$ cat src/rtl/keypad_scan_if.sv
// Keypad row/column lines plus the key-event and entry-buffer outputs.
// Combinational bundle, no latency of its own.
// No backpressure; every output is a level or a single-cycle pulse.
`timescale 1ns/1ps
interface keypad_scan_if;
    logic [3:0]  col;
    logic [3:0]  row;
    logic [3:0]  key_code;
    logic        key_valid;
    logic        key_held;
    logic [23:0] dig_bcd;
    logic        load;

    modport master (
        input  col,
        output row, key_code, key_valid, key_held, dig_bcd, load
    );

    modport slave (
        output col,
        input  row, key_code, key_valid, key_held, dig_bcd, load
    );
endinterface

$ cat src/rtl/keypad_scan.sv
// 4x4 keypad scanner with per-key debounce and a 6-digit BCD entry buffer.
// Latency: 2-cycle col sync, then DEBOUNCE_MS cycles from dwell sample to key_valid.
// No backpressure: key_valid/load are one-shot pulses the consumer must catch.
`timescale 1ns/1ps
module keypad_scan #(
    parameter int DEBOUNCE_MS = 20,
    parameter int DWELL       = 4
) (
    input  logic          clk1k,
    input  logic          rst,
    keypad_scan_if.master kp
);
    typedef enum logic [1:0] {SCAN, DEB_PRESS, PRESSED, DEB_REL} state_t;

    localparam logic [3:0] DWELL_LAST = 4'(DWELL - 1);
    localparam logic [7:0] DEB_LAST   = 8'(DEBOUNCE_MS - 1);

    state_t      state, state_nx;
    logic [3:0]  col_m, col_s;
    logic [3:0]  dwell_cnt, dwell_nx;
    logic [1:0]  row_idx, row_nx;
    logic [7:0]  deb_cnt, deb_nx;
    logic [1:0]  col_lat, col_lat_nx;
    logic [3:0]  key_code_r, key_code_nx;
    logic        key_valid_r, key_valid_nx;
    logic        key_held_r, key_held_nx;
    logic        load_r, load_nx;
    logic [23:0] dig_r, dig_nx;
    logic        single;
    logic [1:0]  col_idx;
    logic        match;
    logic [3:0]  code_new;

    // Exactly one column low is a usable sample; anything else is idle or a ghost.
    always_comb begin
        single  = 1'b1;
        col_idx = 2'd0;
        case (col_s)
            4'b1110: col_idx = 2'd0;
            4'b1101: col_idx = 2'd1;
            4'b1011: col_idx = 2'd2;
            4'b0111: col_idx = 2'd3;
            default: single  = 1'b0;
        endcase
    end

    assign match    = (col_s == ~(4'b0001 << col_lat));
    assign code_new = {row_idx, col_lat};

    always_comb begin
        state_nx     = state;
        dwell_nx     = dwell_cnt;
        row_nx       = row_idx;
        deb_nx       = deb_cnt;
        col_lat_nx   = col_lat;
        key_code_nx  = key_code_r;
        key_valid_nx = 1'b0;
        key_held_nx  = key_held_r;
        load_nx      = 1'b0;
        dig_nx       = dig_r;
        case (state)
            SCAN: begin
                if (dwell_cnt == DWELL_LAST) begin
                    if (single) begin
                        col_lat_nx = col_idx;
                        deb_nx     = 8'd0;
                        state_nx   = DEB_PRESS;
                    end else begin
                        dwell_nx = 4'd0;
                        row_nx   = row_idx + 2'd1;
                    end
                end else begin
                    dwell_nx = dwell_cnt + 4'd1;
                end
            end
            DEB_PRESS: begin
                if (match) begin
                    deb_nx = deb_cnt + 8'd1;
                    if (deb_cnt == DEB_LAST) begin
                        state_nx     = PRESSED;
                        key_code_nx  = code_new;
                        key_valid_nx = 1'b1;
                        key_held_nx  = 1'b1;
                        if (code_new <= 4'd9)
                            dig_nx = {dig_r[19:0], code_new};
                        else if (code_new == 4'hA)
                            dig_nx = 24'h000000;
                        else if (code_new == 4'hB)
                            load_nx = 1'b1;
                    end
                end else begin
                    state_nx = SCAN;
                    row_nx   = row_idx + 2'd1;
                    dwell_nx = 4'd0;
                end
            end
            PRESSED: begin
                if (col_s == 4'hF) begin
                    deb_nx   = 8'd0;
                    state_nx = DEB_REL;
                end
            end
            DEB_REL: begin
                if (col_s == 4'hF) begin
                    deb_nx = deb_cnt + 8'd1;
                    if (deb_cnt == DEB_LAST) begin
                        key_held_nx = 1'b0;
                        state_nx    = SCAN;
                        row_nx      = row_idx + 2'd1;
                        dwell_nx    = 4'd0;
                    end
                end else begin
                    deb_nx = 8'd0;
                end
            end
            default: state_nx = SCAN;
        endcase
    end

    always_ff @(posedge clk1k or negedge rst) begin
        if (!rst) begin
            state       <= SCAN;
            col_m       <= 4'hF;
            col_s       <= 4'hF;
            dwell_cnt   <= 4'd0;
            row_idx     <= 2'd0;
            deb_cnt     <= 8'd0;
            col_lat     <= 2'd0;
            key_code_r  <= 4'd0;
            key_valid_r <= 1'b0;
            key_held_r  <= 1'b0;
            load_r      <= 1'b0;
            dig_r       <= 24'h000000;
        end else begin
            state       <= state_nx;
            col_m       <= kp.col;
            col_s       <= col_m;
            dwell_cnt   <= dwell_nx;
            row_idx     <= row_nx;
            deb_cnt     <= deb_nx;
            col_lat     <= col_lat_nx;
            key_code_r  <= key_code_nx;
            key_valid_r <= key_valid_nx;
            key_held_r  <= key_held_nx;
            load_r      <= load_nx;
            dig_r       <= dig_nx;
        end
    end

    assign kp.row       = ~(4'b0001 << row_idx);
    assign kp.key_code  = key_code_r;
    assign kp.key_valid = key_valid_r;
    assign kp.key_held  = key_held_r;
    assign kp.load      = load_r;
    assign kp.dig_bcd   = dig_r;
endmodule

$ cat src/flat_wrapper.sv
// flat-port wrapper written by rule: the top's interface ports become plain ports
module keypad_scan_flat 
#(
    parameter int DEBOUNCE_MS = 20,
    parameter int DWELL       = 4
)
  (clk1k, rst, kp_col, kp_row, kp_key_code, kp_key_valid, kp_key_held, kp_dig_bcd, kp_load);
  keypad_scan_if kp_i ();
  input  logic clk1k;
  input  logic rst;
  input wire logic [$bits(kp_i.col)-1:0] kp_col;
  output wire logic [$bits(kp_i.row)-1:0] kp_row;
  output wire logic [$bits(kp_i.key_code)-1:0] kp_key_code;
  output wire logic [$bits(kp_i.key_valid)-1:0] kp_key_valid;
  output wire logic [$bits(kp_i.key_held)-1:0] kp_key_held;
  output wire logic [$bits(kp_i.dig_bcd)-1:0] kp_dig_bcd;
  output wire logic [$bits(kp_i.load)-1:0] kp_load;
  assign kp_i.col = kp_col;
  assign kp_row = kp_i.row;
  assign kp_key_code = kp_i.key_code;
  assign kp_key_valid = kp_i.key_valid;
  assign kp_key_held = kp_i.key_held;
  assign kp_dig_bcd = kp_i.dig_bcd;
  assign kp_load = kp_i.load;
  keypad_scan #(.DEBOUNCE_MS(DEBOUNCE_MS), .DWELL(DWELL)) u_core (.clk1k(clk1k), .rst(rst), .kp(kp_i));
endmodule
$ cat config.mk
export PLATFORM = sky130hd
export DESIGN_NAME = keypad_scan_flat
export DESIGN_NICKNAME = d
export VERILOG_FILES = /design/src/rtl/keypad_scan_if.sv /design/src/rtl/keypad_scan.sv /design/src/flat_wrapper.sv
export SDC_FILE = /design/constraint.sdc
export NUM_CORES = 1
export LEC_CHECK = 0
export BUFFER_PORTS_ARGS = -buffer_cell sky130_fd_sc_hd__buf_2
export CORE_UTILIZATION = 61
export DETAILED_ROUTE_END_ITERATION = 8
export GPL_ROUTABILITY_DRIVEN = 0
export PLACE_DENSITY = 0.88
export SLEW_MARGIN = 30
export SYNTH_ARGS = -nofsm -noshare
export SYNTH_HDL_FRONTEND = slang
export SYNTH_SLANG_ARGS = --single-unit
export TNS_END_PERCENT = 20
$ cat constraint.sdc
create_clock -name clk1k -period 4.95 [get_ports clk1k]
set_clock_uncertainty 0.2 [all_clocks]
set_input_delay 0.2475 -clock clk1k [delete_from_list [all_inputs] [get_ports clk1k]]
set_output_delay 0.2475 -clock clk1k [all_outputs]
set_load 0.01 [all_outputs]
==> impl_metrics.csv <==
group,metric,value,unit
synthesis,synth_area_leaders,"dfrtp_1 45%, dfstp_2 7.7%, a22o_1 7.4%, ha_1 4.1%, nand2_1 2.5%",
power_and_ir_drop,p_sw,0.3795,mW
global_route,grt.met2_usage,42.48,%
detailed_routing,vias_per_cell,6.395,
global_route,busiest_layer,"met2",
synthesis,syn_area,2728,um^2
floorplan,fp.coreArea,4144,um^2
synthesis,synthCells,243,
timing,drv_slew,0,
clocking,clk_latency,0.34,ns
synthesis,avgSynthCellArea,11.22,um^2
global_route,grt.total_usage,27.68,%
detailed_routing,ant_nets,0,
layout,fin_nets,302,
setup_path,cp.required,4.97,ns
clocking,cts_made_buffers,9,
setup_path,crit_type,"register to register",
timing,finalHoldViolations,0,
setup_path,crit_arrival,2.76,ns
synthesis,synth.net_count,258,
detailed_routing,wl_per_cell,18.64,um
clocking,cts.sinks,57,
clocking,cts_root_buffer,"clkbuf_8",
synthesis,synthArstFlopShare,100.0,%
global_route,grt-ovfl-total,0,
setup_path,end_kind,"register",
synthesis,synth_edf_count,0,
floorplan,die_h,68.87,um
power_and_ir_drop,seq_power_share,42.9,%
synthesis,yosysTopAreaCellShare,44.95,%
layout,finalNonFillerCells,342,
floorplan,placement_rows,23,
synthesis,ys.flop_type,"dfrtp_1",
power_and_ir_drop,leakage,1.576,nW
layout,area_growth_syn_to_layout,17.43,%
timing,max_slew_margin,43.64,%
clocking,clockBufferDepth,2,
timing,fmax,365.6,MHz
power_and_ir_drop,pwr-share-clk,38.0,%
min_path,min_path_type,"register to register",
power_and_ir_drop,vdd_drop_max,0.0003180,V
run,maxCapViolCount,0,
floorplan,ioPinCount,41,
layout,drive_gt1_share,26.03,%
place,port-buffer-count,40,
outcome,status,"complete, no violations",
clocking,h-tree-depth,3,
setup_path,crit_fanout,5,
timing,worst_pin_slew,0.8390,ns
detailed_routing,routed_wl,6375,um
global_route,met1_usage,36.27,%
timing,rsz0062_at_grt,"no",
place,placedCellCount,321,
global_route,grt_antenna_before_repair,0,
layout,fillers,264,
global_route,grt_pass1_vias,2020,
power_and_ir_drop,power_frac_comb,19.0,%
floorplan,initial_core_util,65.82,%
timing,final.setup.tns,0,ns
clocking,cts_tree,"done",
synthesis,synth_common_cells,"49 x dfrtp_1, 23 x a22o_1, 18 x nand2_1",
global_route,grt_pass1_wl,9294,um
clocking,clk_pin_slew,0.07,ns
timing,period_share,55.25,%
timing,finalSetupViolations,0,
synthesis,yosysWarningCount,0,
detailed_routing,drtIter0Drc,266,
global_route,met3_usage,8.553,%
synthesis,ys_seq_elements,57,
power_and_ir_drop,p_int,0.8877,mW
detailed_routing,vias,2187,
timing,fin_hold_ws,0.1538,ns
floorplan,dieArea,4743,um^2
floorplan,fp.dieW,68.87,um
detailed_routing,firstDrtPassIters,5,
synthesis,synthDistinctLibCells,52,
synthesis,synth_top_area_cell,"dfrtp_1",
synthesis,seq_area_frac_synth,52.66,%
power_and_ir_drop,power.density,395.6,nW/um^2
timing,period_needed,2.735,ns
detailed_routing,drc,0,
layout,utilization,77.29,%
global_route,grt_max_degree,58,
layout,antenna_cells,0,
setup_path,start_kind,"register",
synthesis,synth.most_common_cell,"dfrtp_1",
clocking,postCtsSetupBuffers,0,
power_and_ir_drop,sw_frac_of_total,29.95,%
place,place_hpwl,3719,um
-- path summary, 6_finish.rpt --
check                             startpoint                     to  slack (ns)  depth (start not counted)
hold / removal               u_core.col_m[0]        u_core.col_s[0]        0.15                          0
max in group asynchronous                rst    u_core.kp.key_valid        3.71                          3
min in group asynchronous                rst  u_core.kp.dig_bcd[23]        0.38                          3
hold reg to reg              u_core.col_m[0]        u_core.col_s[0]        0.15                          0
setup / recovery           u_core.deb_cnt[5]      u_core.row_idx[1]        2.21                          5
setup reg to reg           u_core.deb_cnt[5]      u_core.row_idx[1]        2.21                          5
-- worst max-delay path: stages, from the launching register on --
cell and delay (ns):
dfrtp_1 0.42, or4b_1 0.58, nor3_2 0.39, a32oi_1 0.25, o211ai_1 0.39, mux2_2 0.38
-- through the flow --
step	power (mW)	worst slack (ns)	area, um^2
4_1_cts	1.254	2.016	3192
2_1_floorplan	0.6953	2.663	2728
3_3_place_gp	0.7527	2.081	2928
5_1_grt	1.310	2.089	3203
6_report	1.267	2.215	3203
3_5_place_dp	0.7699	2.019	2928
-- metal layers --
metal | routed length [um] | part of all wire (%)
met5 | 0 | 0
met4 | 157 | 2.5
met3 | 368 | 5.8
met2 | 3199 | 50
met1 | 2649 | 42
-- cell usage in the layout (no fill, tap or decap), types with 2 or more instances in the layout --
cell | netlist | routed
and3_1 | 5 | 5
nand4b_1 | 3 | 3
mux2_2 | 6 | 6
o211ai_1 | 6 | 6
dfstp_2 | 8 | 8
o22ai_1 | 2 | 2
nand4_1 | 3 | 3
nand2_1 | 18 | 18
or4b_1 | 2 | 2
nand2b_1 | 2 | 2
clkbuf_8 | 0 | 10
buf_2 | 5 | 40
ha_1 | 9 | 9
o2111ai_1 | 2 | 2
nand3_1 | 7 | 7
a32oi_1 | 2 | 2
bufinv_16 | 0 | 2
nor2_1 | 9 | 9
clkbuf_1 | 6 | 3
a22o_1 | 23 | 23
nor3b_1 | 2 | 2
o21ai_0 | 6 | 6
inv_1 | 15 | 15
dlygate4sd3_1 | 0 | 5
xnor2_1 | 3 | 3
a21oi_1 | 8 | 8
a31oi_1 | 8 | 8
o21a_1 | 2 | 2
dfrtp_1 | 49 | 49
a41oi_1 | 2 | 2
nor3_1 | 3 | 3
or3_1 | 3 | 3
-- flip-flops by register name, summed over array words and instances (netlist names), named ones only --
signal	count
u_core.row_idx	2
u_core.col_m	4
u_core.col_lat	2
u_core.deb_cnt	8
u_core.kp.key_valid	1
u_core.kp.load	1
u_core.kp.dig_bcd	24
u_core.state	1
u_core.kp.key_held	1
u_core.dwell_cnt	4
u_core.kp.key_code	4
u_core.col_s	4
-- power groups by stage --
stage / clock network, mW / logic [mW] / registers, mW
final: 0.482 / 0.241 / 0.544
after detailed placement: 0 / 0.220 / 0.550
after CTS: 0.478 / 0.233 / 0.543
after global placement: 0 / 0.205 / 0.548
after floorplan: 0 / 0.163 / 0.532
after global routing: 0.500 / 0.261 / 0.548
-- logic make-up after synthesis --
| kind of cell | synth area share (%) |
|---|---|
| AO/OA/AOI/OAI | 21.74 |
| multiplexers | 2.844 |
| adder cells (fa/ha/maj) | 4.129 |
| AND/OR/NAND/NOR | 12.71 |
| XOR/XNOR | 1.285 |
| buffers and inverters | 4.633 |
| flip-flops | 52.66 |
-- repair_timing --
item	CTS	global route
resized for setup	0	0
endpoints found under the hold margin	53	0
hold buffers	5	0
-- area by class of cell --
type / count / area (um^2) / area share, %
inverter: 15 / 56.30 / 1.758
sequential: 57 / 1436 / 44.84
multi-input combinational: 158 / 1176 / 36.72
clock buffer: 13 / 148.9 / 4.648
tap: 50 / 62.56 / 1.953
clock inverter: 3 / 65.06 / 2.031
timing repair buffer: 46 / 257.7 / 8.047
Note: power is estimated with default switching activity, not from simulation.
